--- config.mk ---
export PLATFORM = sky130hd
export DESIGN_NAME = yantra_test_bus_master
export DESIGN_NICKNAME = d
export VERILOG_FILES = /design/src/rtl/yantra_test_bus_master.sv
export SDC_FILE = /design/constraint.sdc
export NUM_CORES = 1
export LEC_CHECK = 0
export BUFFER_PORTS_ARGS = -buffer_cell sky130_fd_sc_hd__buf_2
export CAP_MARGIN = 10
export CORE_UTILIZATION = 48
export DETAILED_ROUTE_END_ITERATION = 7
export GPL_TIMING_DRIVEN = 0
export PLACE_DENSITY = 0.84
export SLEW_MARGIN = 0
export SYNTH_ARGS = -nofsm -noshare
export SYNTH_HDL_FRONTEND = slang
export SYNTH_SLANG_ARGS = --single-unit
--- constraint.sdc ---
create_clock -name clk -period 2.8 [get_ports clk]
set_input_delay 0.14 -clock clk [delete_from_list [all_inputs] [get_ports clk]]
set_output_delay 0.14 -clock clk [all_outputs]
set_load 0.005 [all_outputs]
--- src/rtl/yantra_test_bus_master.sv ---
// yantra_test_bus_master
//   Host-side initiator for the chip test bus. Takes one read or write command
//   at a time over a valid/ready port and sequences it onto the test bus.
//   Read data is captured a fixed RD_LATENCY after the address is first driven
//   and is returned on a valid/ready response port.
//
// Optional feature: define YANTRA_TBM_CHECK_EN to build the read-data compare
//   (rsp_mismatch) and the saturating mismatch counter (err_count). Without it
//   both outputs are tied to 0 and cmd_expect is ignored.
//
// Ports
//   clk, rst_n                    clock, async active-low reset
//   cmd_valid/cmd_ready           command handshake
//   cmd_write/addr/wdata/expect   command payload
//   rsp_valid/rsp_ready           read response handshake
//   rsp_rdata, rsp_mismatch       captured read data, compare result
//   test_addr/data_in/we          test bus outputs to the chip
//   test_data_out                 test bus read data from the chip
//   busy                          FSM not in IDLE
//   err_count                     saturating count of mismatched reads
//
// state    | meaning
// IDLE     | ready for a command, bus holds last addr/data
// WR_DRIVE | test_we asserted with addr/data
// WR_TURN  | test_we released, addr/data held
// RD_DRIVE | read address driven, wait counter loaded
// RD_WAIT  | counting down to the sample edge
// RESP     | read data presented until rsp handshake
module yantra_test_bus_master #(
    parameter int ADDR_W     = 4,
    parameter int DATA_W     = 8,
    parameter int RD_LATENCY = 2
) (
    input  logic              clk,
    input  logic              rst_n,
    input  logic              cmd_valid,
    output logic              cmd_ready,
    input  logic              cmd_write,
    input  logic [ADDR_W-1:0] cmd_addr,
    input  logic [DATA_W-1:0] cmd_wdata,
    input  logic [DATA_W-1:0] cmd_expect,
    output logic              rsp_valid,
    input  logic              rsp_ready,
    output logic [DATA_W-1:0] rsp_rdata,
    output logic              rsp_mismatch,
    output logic [ADDR_W-1:0] test_addr,
    output logic [DATA_W-1:0] test_data_in,
    output logic              test_we,
    input  logic [DATA_W-1:0] test_data_out,
    output logic              busy,
    output logic [15:0]       err_count
);

    typedef enum logic [2:0] {
        IDLE     = 3'd0,
        WR_DRIVE = 3'd1,
        WR_TURN  = 3'd2,
        RD_DRIVE = 3'd3,
        RD_WAIT  = 3'd4,
        RESP     = 3'd5
    } state_t;

    localparam logic [3:0] LAT_M1 = 4'(RD_LATENCY - 1);

    state_t            state_q, state_d;
    logic [ADDR_W-1:0] addr_q, addr_d;
    logic [DATA_W-1:0] wdata_q, wdata_d;
    logic              we_q, we_d;
    logic [3:0]        cnt_q, cnt_d;
    logic [DATA_W-1:0] rdata_q, rdata_d;
    logic              accept;

    // Gated by rst_n so cmd_ready reads 0 for the whole reset assertion.
    assign cmd_ready = (state_q == IDLE) && rst_n;
    assign accept    = cmd_valid && cmd_ready;
    assign rsp_valid = (state_q == RESP);
    assign busy      = (state_q != IDLE);

    // Bus outputs come straight from flops so reset clears them asynchronously.
    assign test_addr    = addr_q;
    assign test_data_in = wdata_q;
    assign test_we      = we_q;
    assign rsp_rdata    = rdata_q;

    always_comb begin
        state_d = state_q;
        addr_d  = addr_q;
        wdata_d = wdata_q;
        we_d    = 1'b0;
        cnt_d   = cnt_q;
        rdata_d = rdata_q;
        case (state_q)
            IDLE: begin
                if (accept) begin
                    addr_d = cmd_addr;
                    if (cmd_write) begin
                        wdata_d = cmd_wdata;
                        we_d    = 1'b1;
                        state_d = WR_DRIVE;
                    end else begin
                        wdata_d = '0;
                        state_d = RD_DRIVE;
                    end
                end
            end
            WR_DRIVE: state_d = WR_TURN;
            WR_TURN:  state_d = IDLE;
            RD_DRIVE: begin
                cnt_d = LAT_M1;
                if (RD_LATENCY == 1) begin
                    rdata_d = test_data_out;
                    state_d = RESP;
                end else begin
                    state_d = RD_WAIT;
                end
            end
            RD_WAIT: begin
                cnt_d = cnt_q - 4'd1;
                // Counter hits 0 at this edge: this is the sample edge.
                if (cnt_q == 4'd1) begin
                    rdata_d = test_data_out;
                    state_d = RESP;
                end
            end
            RESP: begin
                if (rsp_ready) state_d = IDLE;
            end
            default: state_d = IDLE;
        endcase
    end

    always_ff @(posedge clk or negedge rst_n) begin
        if (!rst_n) begin
            state_q <= IDLE;
            addr_q  <= '0;
            wdata_q <= '0;
            we_q    <= 1'b0;
            cnt_q   <= '0;
            rdata_q <= '0;
        end else begin
            state_q <= state_d;
            addr_q  <= addr_d;
            wdata_q <= wdata_d;
            we_q    <= we_d;
            cnt_q   <= cnt_d;
            rdata_q <= rdata_d;
        end
    end

`ifdef YANTRA_TBM_CHECK_EN
    logic [DATA_W-1:0] expect_q;
    logic [15:0]       err_q;
    logic              mism;

    assign mism         = (state_q == RESP) && (rdata_q != expect_q);
    assign rsp_mismatch = mism;
    assign err_count    = err_q;

    always_ff @(posedge clk or negedge rst_n) begin
        if (!rst_n) begin
            expect_q <= '0;
            err_q    <= '0;
        end else begin
            if (accept) expect_q <= cmd_expect;
            if (mism && rsp_ready && (err_q != 16'hFFFF)) err_q <= err_q + 16'd1;
        end
    end
`else
    logic unused_expect;
    assign unused_expect = ^cmd_expect;
    assign rsp_mismatch  = 1'b0;
    assign err_count     = '0;
`endif

endmodule
==> results of run 1 <==
-- layer usage --
metal / vias to the layer above / track usage, % / part of all wire, %
li1: 510 / - / -
met1: 479 / 20.43 / 42
met2: 43 / 32.65 / 52
met3: 0 / 2.791 / 5.6
met4: 0 / 5.923 / 0
met5: - / 0 / 0
-- worst max-delay path, cell delays in order --
cell and delay (ns):
dlygate4sd3_1 0.52, buf_2 0.52, and3_1 0.28, buf_6 0.13, mux2_2 0.33
-- flip-flops by register name, summed over array words and instances, names as in the netlist --
name / flops
cnt_q: 4
rsp_rdata: 8
state_q: 3
test_addr: 4
test_data_in: 8
test_we: 1
-- cell usage after synthesis (all sizes together) --
master and count:
a21oi 4, a221o 1, a221oi 1, a311oi 2, a31oi 1, and2 3, and3 1, buf 20
clkbuf 2, conb 1, dfrtp 28, ha 2, inv 13, mux2 12, mux2i 8, nand2 12
nand2b 1, nand3 1, nand3b 2, nor2 4, nor2b 1, nor3 3, nor3b 1, o21ai 1
-- through the flow --
stage	std cells	worst slack, ns	hold WS [ns]	power (mW)	cell area [µm²]
2_1_floorplan	141	1.387	-0.1556	1.134	1469
3_3_place_gp	219	1.284	0.1864	1.347	1743
6_report	224	1.098	0.03957	1.581	1789
4_1_cts	224	1.047	0.02711	1.599	1789
3_5_place_dp	219	1.239	0.2061	1.406	1743
5_1_grt	224	0.9708	0.02246	1.706	1789
-- timing repair --
| item | 4_1_cts | 5_1_grt |
|---|---|---|
| hold buffers | 1 | 0 |
| hold endpoints to repair | 28 | 0 |
| setup endpoints to repair | 0 | 0 |
-- power by group --
part / internal, mW / total [mW] / switching [mW]
Sequential: 0.585 / 0.699 / 0.114
Combinational: 0.371 / 0.693 / 0.321
Clock: 0.0795 / 0.189 / 0.110
-- kinds of logic after synthesis --
| kind of cell | count (synthesis) |
|---|---|
| AOI/OAI and AO/OA | 10 |
| DFF | 28 |
| adders and majority gates | 2 |
| buffers and inverters | 35 |
| and+or+nand+nor | 29 |
| muxes | 20 |
| other | 1 |
-- area by class of cell --
type	count	area, µm²	area share (%)
well taps	31	38.79	2.168
clock buffers	4	36.28	2.028
multi-input cells	78	546.8	30.56
plain buffers	22	172.7	9.650
flip-flops and latches	28	700.7	39.16
repair buffers	48	245.2	13.71
inverters	13	48.80	2.727
-- how the worst max path moves through the flow --
| stage | from | to | slack (ns) | cells after the start |
|---|---|---|---|---|
| 3_3_place_gp | rst_n | test_addr[3] | 1.28 | 4 |
| 4_1_cts | rst_n | test_data_in[3] | 1.05 | 6 |
| 5_1_grt | rst_n | test_data_in[6] | 0.97 | 6 |
| 2_1_floorplan | state_q[0] | test_addr[0] | 1.39 | 5 |
| 3_5_place_dp | rst_n | test_addr[3] | 1.24 | 4 |
| 6_report | rst_n | test_addr[2] | 1.10 | 5 |
==> impl_metrics.yaml, run 1 <==
synthesis:
  synthSimpleGateAreaFrac_pct: 12.08
  yosys.area.top_type: "dfrtp_1"
  synth_area_leaders: "dfrtp_1, buf_4, mux2_2, mux2i_1, inv_1"
  synth.top_cell.area_share_pct: 49.73
  synth_compound_gate_area_share_pct: 4.885
  synthesis.instances: 125
  synth_seq_cells: 28
  total_of_warnings_raised_by_yosys: 0
  synthXorXnorAreaFrac_pct: 0
  netlist-cell-type-count: 29
  dominant_combinational_cell_family_by_area_after_synthesis: "buffers and inverters"
  synth.mux.area_fraction_pct: 15.54
  synth.avg_cell_area_um2: 11.27
  synth-seq-area-share_pct: 49.73
  synth_fa_ha_area_share_pct: 1.776
  synthesis.area_um2: 1409
floorplan:
  dieArea_um2: 3156
  fp.dieW_um: 56.18
  core.rowCount: 19
  ioPinCount: 74
  die-height_um: 56.18
  core_um2: 2758
  starting_density_of_the_core_pct: 51.09
placement:
  place.port_buffers: 47
  finalWeightedCongestion: 0.7510
  dp.final_hpwl_um: 2021
final_layout:
  post-route-util_pct: 64.88
  fillerInstances: 209
  flow.area_growth_from_synthesis_pct: 27.00
  num_antenna_cells: 0
  final_net_count: 229
  final_common_cell: "buf_2"
  final_layout_size_suffix_gt1_share_pct: 45.60
  most-common-layout-cells: "buf_2, dfrtp_1, buf_4, conb_1, inv_1"
sta:
  report.final.slew_viol_count: 0
  hold_violations: 0
  worst_slew_margin_rel_pct: 57.02
  final.min_clock_period_ns: 1.702
  final.setup_skew_ns: 0.003850
  setup_viol: 0
  worst_pin_slew_ns: 0.6447
  finalCritPeriodShare_pct: 60.80
  fmax_ghz: 0.5874
  setup_tns_ns: 0
  grt_setup_unrepaired: "false"
drt:
  routed_wl_um: 2555
  remaining_drc_errors: 0
  drt_pass1_iterations: 4
  drt_first_iter_violations: 14
  route.detailed.wl_per_inst_um: 11.41
  drt-vias-per-instance: 4.607
  antenna_left: 0
  via_count: 1032
setup_path:
  reg2reg_depth: 5
  worst_reg2reg_path_startpoint: "state_q[0]"
  cp.arrival_ns: 1.92
  critPathCaptureType: "flop"
  rrSetupSlack_ns: 1.28
  path_max_fanout: 31
  timing.setup.critical_path_class: "input pin to flop"
  required_ns: 3.02
  startpoint_type_of_the_worst_setup_path: "input pin"
  r2r_end: "test_addr[2]"
hold_path:
  launch_point_of_the_worst_hold_path: "cmd_addr[1]"
  endpoint_worst_hold: "test_addr[1]"
  timing.hold.worst_path_depth: 2
  min_path_type: "input pin to flop"
global_routing:
  wire_length_of_the_first_global_routing_pass_um: 4388
  global_route.usage.total_pct: 17.59
  first_global_vias: 1057
  grt_antenna_before_repair: 0
  global_route_congestion_overflow_total: 0
  grt_start_max_net_pins: 32
cts:
  clkSinkCount: 28
  root_buffer: "clkbuf_4"
  cts_resized: 0
  clockBufferDepth: 2
  tritoncts: "yes"
  worstSkewPairLatency_ns: 0.32
  clk_pin_slew_ns: 0.14
  cts_inserted_buffers: 3
  cts_setup_buffers: 0
  clock_tree.htree_level_count: 1
power_and_ir_drop:
  power_per_cell_area_nw_per_um2: 883.7
  total_leakage_power_nw: 0.9634
  vdd.ir_drop.worst_v: 0.0006055
outcome:
  outcome: "complete, no violations"
run:
  maxCapViolCount: 0
(Power assumes the default switching activity.)
==> inputs of run 2 (changes only) <==
--- a/config.mk
+++ b/config.mk
@@ -7,10 +7,10 @@
 export LEC_CHECK = 0
 export BUFFER_PORTS_ARGS = -buffer_cell sky130_fd_sc_hd__buf_2
 export CAP_MARGIN = 10
-export CORE_UTILIZATION = 48
+export CORE_UTILIZATION = 44
 export DETAILED_ROUTE_END_ITERATION = 7
 export GPL_TIMING_DRIVEN = 0
-export PLACE_DENSITY = 0.84
+export PLACE_DENSITY = 0.78
 export SLEW_MARGIN = 0
 export SYNTH_ARGS = -nofsm -noshare
 export SYNTH_HDL_FRONTEND = slang
==> constraint.sdc (replaced) <==
create_clock -name clk -period 1.73 [get_ports clk]
set_input_delay 0.0865 -clock clk [delete_from_list [all_inputs] [get_ports clk]]
set_output_delay 0.0865 -clock clk [all_outputs]
set_load 0.005 [all_outputs]
==> run 2 against run 1 <==
  * Wire length is 9.4% higher
  * Non-clock buffer count rose by 17
  * Largest cell class unchanged
  * Sequential power is 63% higher
  * First-iteration DRC count increased by 36%
  * Highest routed layer is now met4
  * Sequential share of layout area fell by 3.7 points
  * Cell count increased by 13%
==> impl_metrics.yaml, run 2 (same netlist as run 1, synthesis figures left out) <==
final_layout:
  final_layout_size_suffix_gt1_share_pct: 41.90
  most-common-layout-cells: "buf_2, dfrtp_1, dlygate4sd3_1"
  num_antenna_cells: 0
  final_net_count: 246
  final_common_cell: "buf_2"
  flow.area_growth_from_synthesis_pct: 40.41
placement:
  place.port_buffers: 47
  dp.final_hpwl_um: 1944
  finalWeightedCongestion: 0.6305
drt:
  via_count: 1109
  remaining_drc_errors: 0
  route.detailed.wl_per_inst_um: 11.00
  drt_pass1_iterations: 4
  route.layer.met1.wl_um: 1198
  routed.top_layer: "met4"
  met3RoutedLength_um: 118
  routed_wl_um: 2795
  drt-vias-per-instance: 4.366
  antenna_left: 0
  routed-wl-met2_um: 1452
  drt_first_iter_violations: 19
floorplan:
  dieArea_um2: 3432
  starting_density_of_the_core_pct: 46.15
  die-height_um: 58.59
  ioPinCount: 74
  fp.dieW_um: 58.59
  core.rowCount: 20
  core_um2: 3053
sta:
  finalCritPeriodShare_pct: 92.48
  setup_viol: 0
  fmax_ghz: 0.6250
  final.min_clock_period_ns: 1.600
  setup_tns_ns: 0
  hold_violations: 0
  grt_setup_unrepaired: "false"
  final.setup_skew_ns: 0.008141
  report.final.slew_viol_count: 0
setup_path:
  critPathCaptureType: "primary output"
  timing.setup.critical_path_class: "flop to primary output"
  worstSetupPathDepth: 4
  required_ns: 1.64
  worst_path_slowest_cell: "dfrtp_1"
  cp.arrival_ns: 1.51
  reg2reg_depth: 5
  path_max_fanout: 8
  startpoint_type_of_the_worst_setup_path: "flop"
  timing.critical_path.cells: "nor2b_1 > clkbuf_1 > and2_2 > buf_2"
  cp_num_buf_inv: 2
  rrSetupSlack_ns: 0.21
  timing.critical_path.max_delay_family: "flip-flops"
  critical-path-max-stage-delay_ns: 0.47
outcome:
  outcome: "complete, no violations"
power_and_ir_drop:
  power_per_cell_area_nw_per_um2: 1306
  net-switching-power_mw: 0.8823
  p_int_mw: 1.701
  vdd.ir_drop.worst_v: 0.0007333
  power.total_mw: 2.583
  seq_power_share_pct: 44.1
  switching_part_of_the_total_power_pct: 34.15
  clkPwrFrac_pct: 11.9
  total_leakage_power_nw: 1.035
  combinationalPowerShare_pct: 44.0
hold_path:
  min_path_type: "input pin to flop"
  timing.hold.worst_path_depth: 3
cts:
  clkSinkCount: 28
  tritoncts: "yes"
  clockBufferDepth: 2
  worstSkewPairLatency_ns: 0.32
  clock_tree.htree_level_count: 1
  root_buffer: "clkbuf_4"
  cts_setup_buffers: 0
  cts_inserted_buffers: 3
  clk_pin_slew_ns: 0.13
global_routing:
  global_route.usage.total_pct: 17.44
  grt_start_max_net_pins: 32
  first_global_vias: 1082
  global_route_congestion_overflow_total: 0
  wire_length_of_the_first_global_routing_pass_um: 4567
  grt_antenna_before_repair: 0
run:
  maxCapViolCount: 0
[run 2: final timing paths]
check                        startpoint              end
min reg2reg                rsp_rdata[3]     rsp_rdata[3]
min                        cmd_wdata[7]  test_data_in[7]
min in group asynchronous         rst_n       state_q[2]
max in group asynchronous         rst_n  test_data_in[2]
max                          state_q[1]        rsp_valid
max reg2reg                  state_q[0]     test_addr[0]
[run 2: per-stage QoR]
step                      setup WS, ns  hold WS (ns)  instances  area (µm²)  utilization [%]
after global routing           0.02807       0.01528        254        1978            64.80
after detailed placement        0.2157        0.1447        232        1759            57.62
final                           0.1300       0.01581        254        1978            64.80
after global placement          0.2672        0.1330        232        1759            57.62
after CTS                      0.03282      0.004096        254        1976            64.71
after floorplan                 0.3168       -0.2091        141        1469                -
[run 2: layout make-up]
cell class / count / area, µm²
Buffer: 22 / 172.7
Timing Repair Buffer: 65 / 417.9
Fill cell: 258 / 1075
Inverter: 13 / 48.80
Multi-Input combinational cell: 78 / 546.8
Tap cell: 44 / 55.05
Clock buffer: 4 / 36.28
Sequential cell: 28 / 700.7
[run 2: power groups by stage]
stage | combinational (mW) | clock (mW) | sequential (mW)
2_1_floorplan | 0.682 | 0 | 1.15
3_3_place_gp | 1.06 | 0 | 1.13
3_5_place_dp | 1.11 | 0 | 1.15
4_1_cts | 1.14 | 0.321 | 1.14
5_1_grt | 1.26 | 0.341 | 1.18
6_report | 1.14 | 0.307 | 1.14
[run 2: worst reg2reg max path: cells and delay by family, from the launching register on]
| kind | cells | cell delay, ns |
|---|---|---|
| simple gates | 2 | 0.43 |
| flops | 1 | 0.40 |
| mux | 1 | 0.33 |
| buf+inv | 2 | 0.27 |
[run 2: routing by layer]
metal  up-vias  GRT usage (%)
li1        545              -
met1       520          20.86
met2        42          32.35
met3         2          1.319
met4         0          7.143
met5         -              0
[run 2: repair_timing]
action,4_1_cts,5_1_grt
endpoints found under the hold margin,45,0
setup endpoints to repair,0,12
gates resized for setup,0,1
hold buffers,18,0
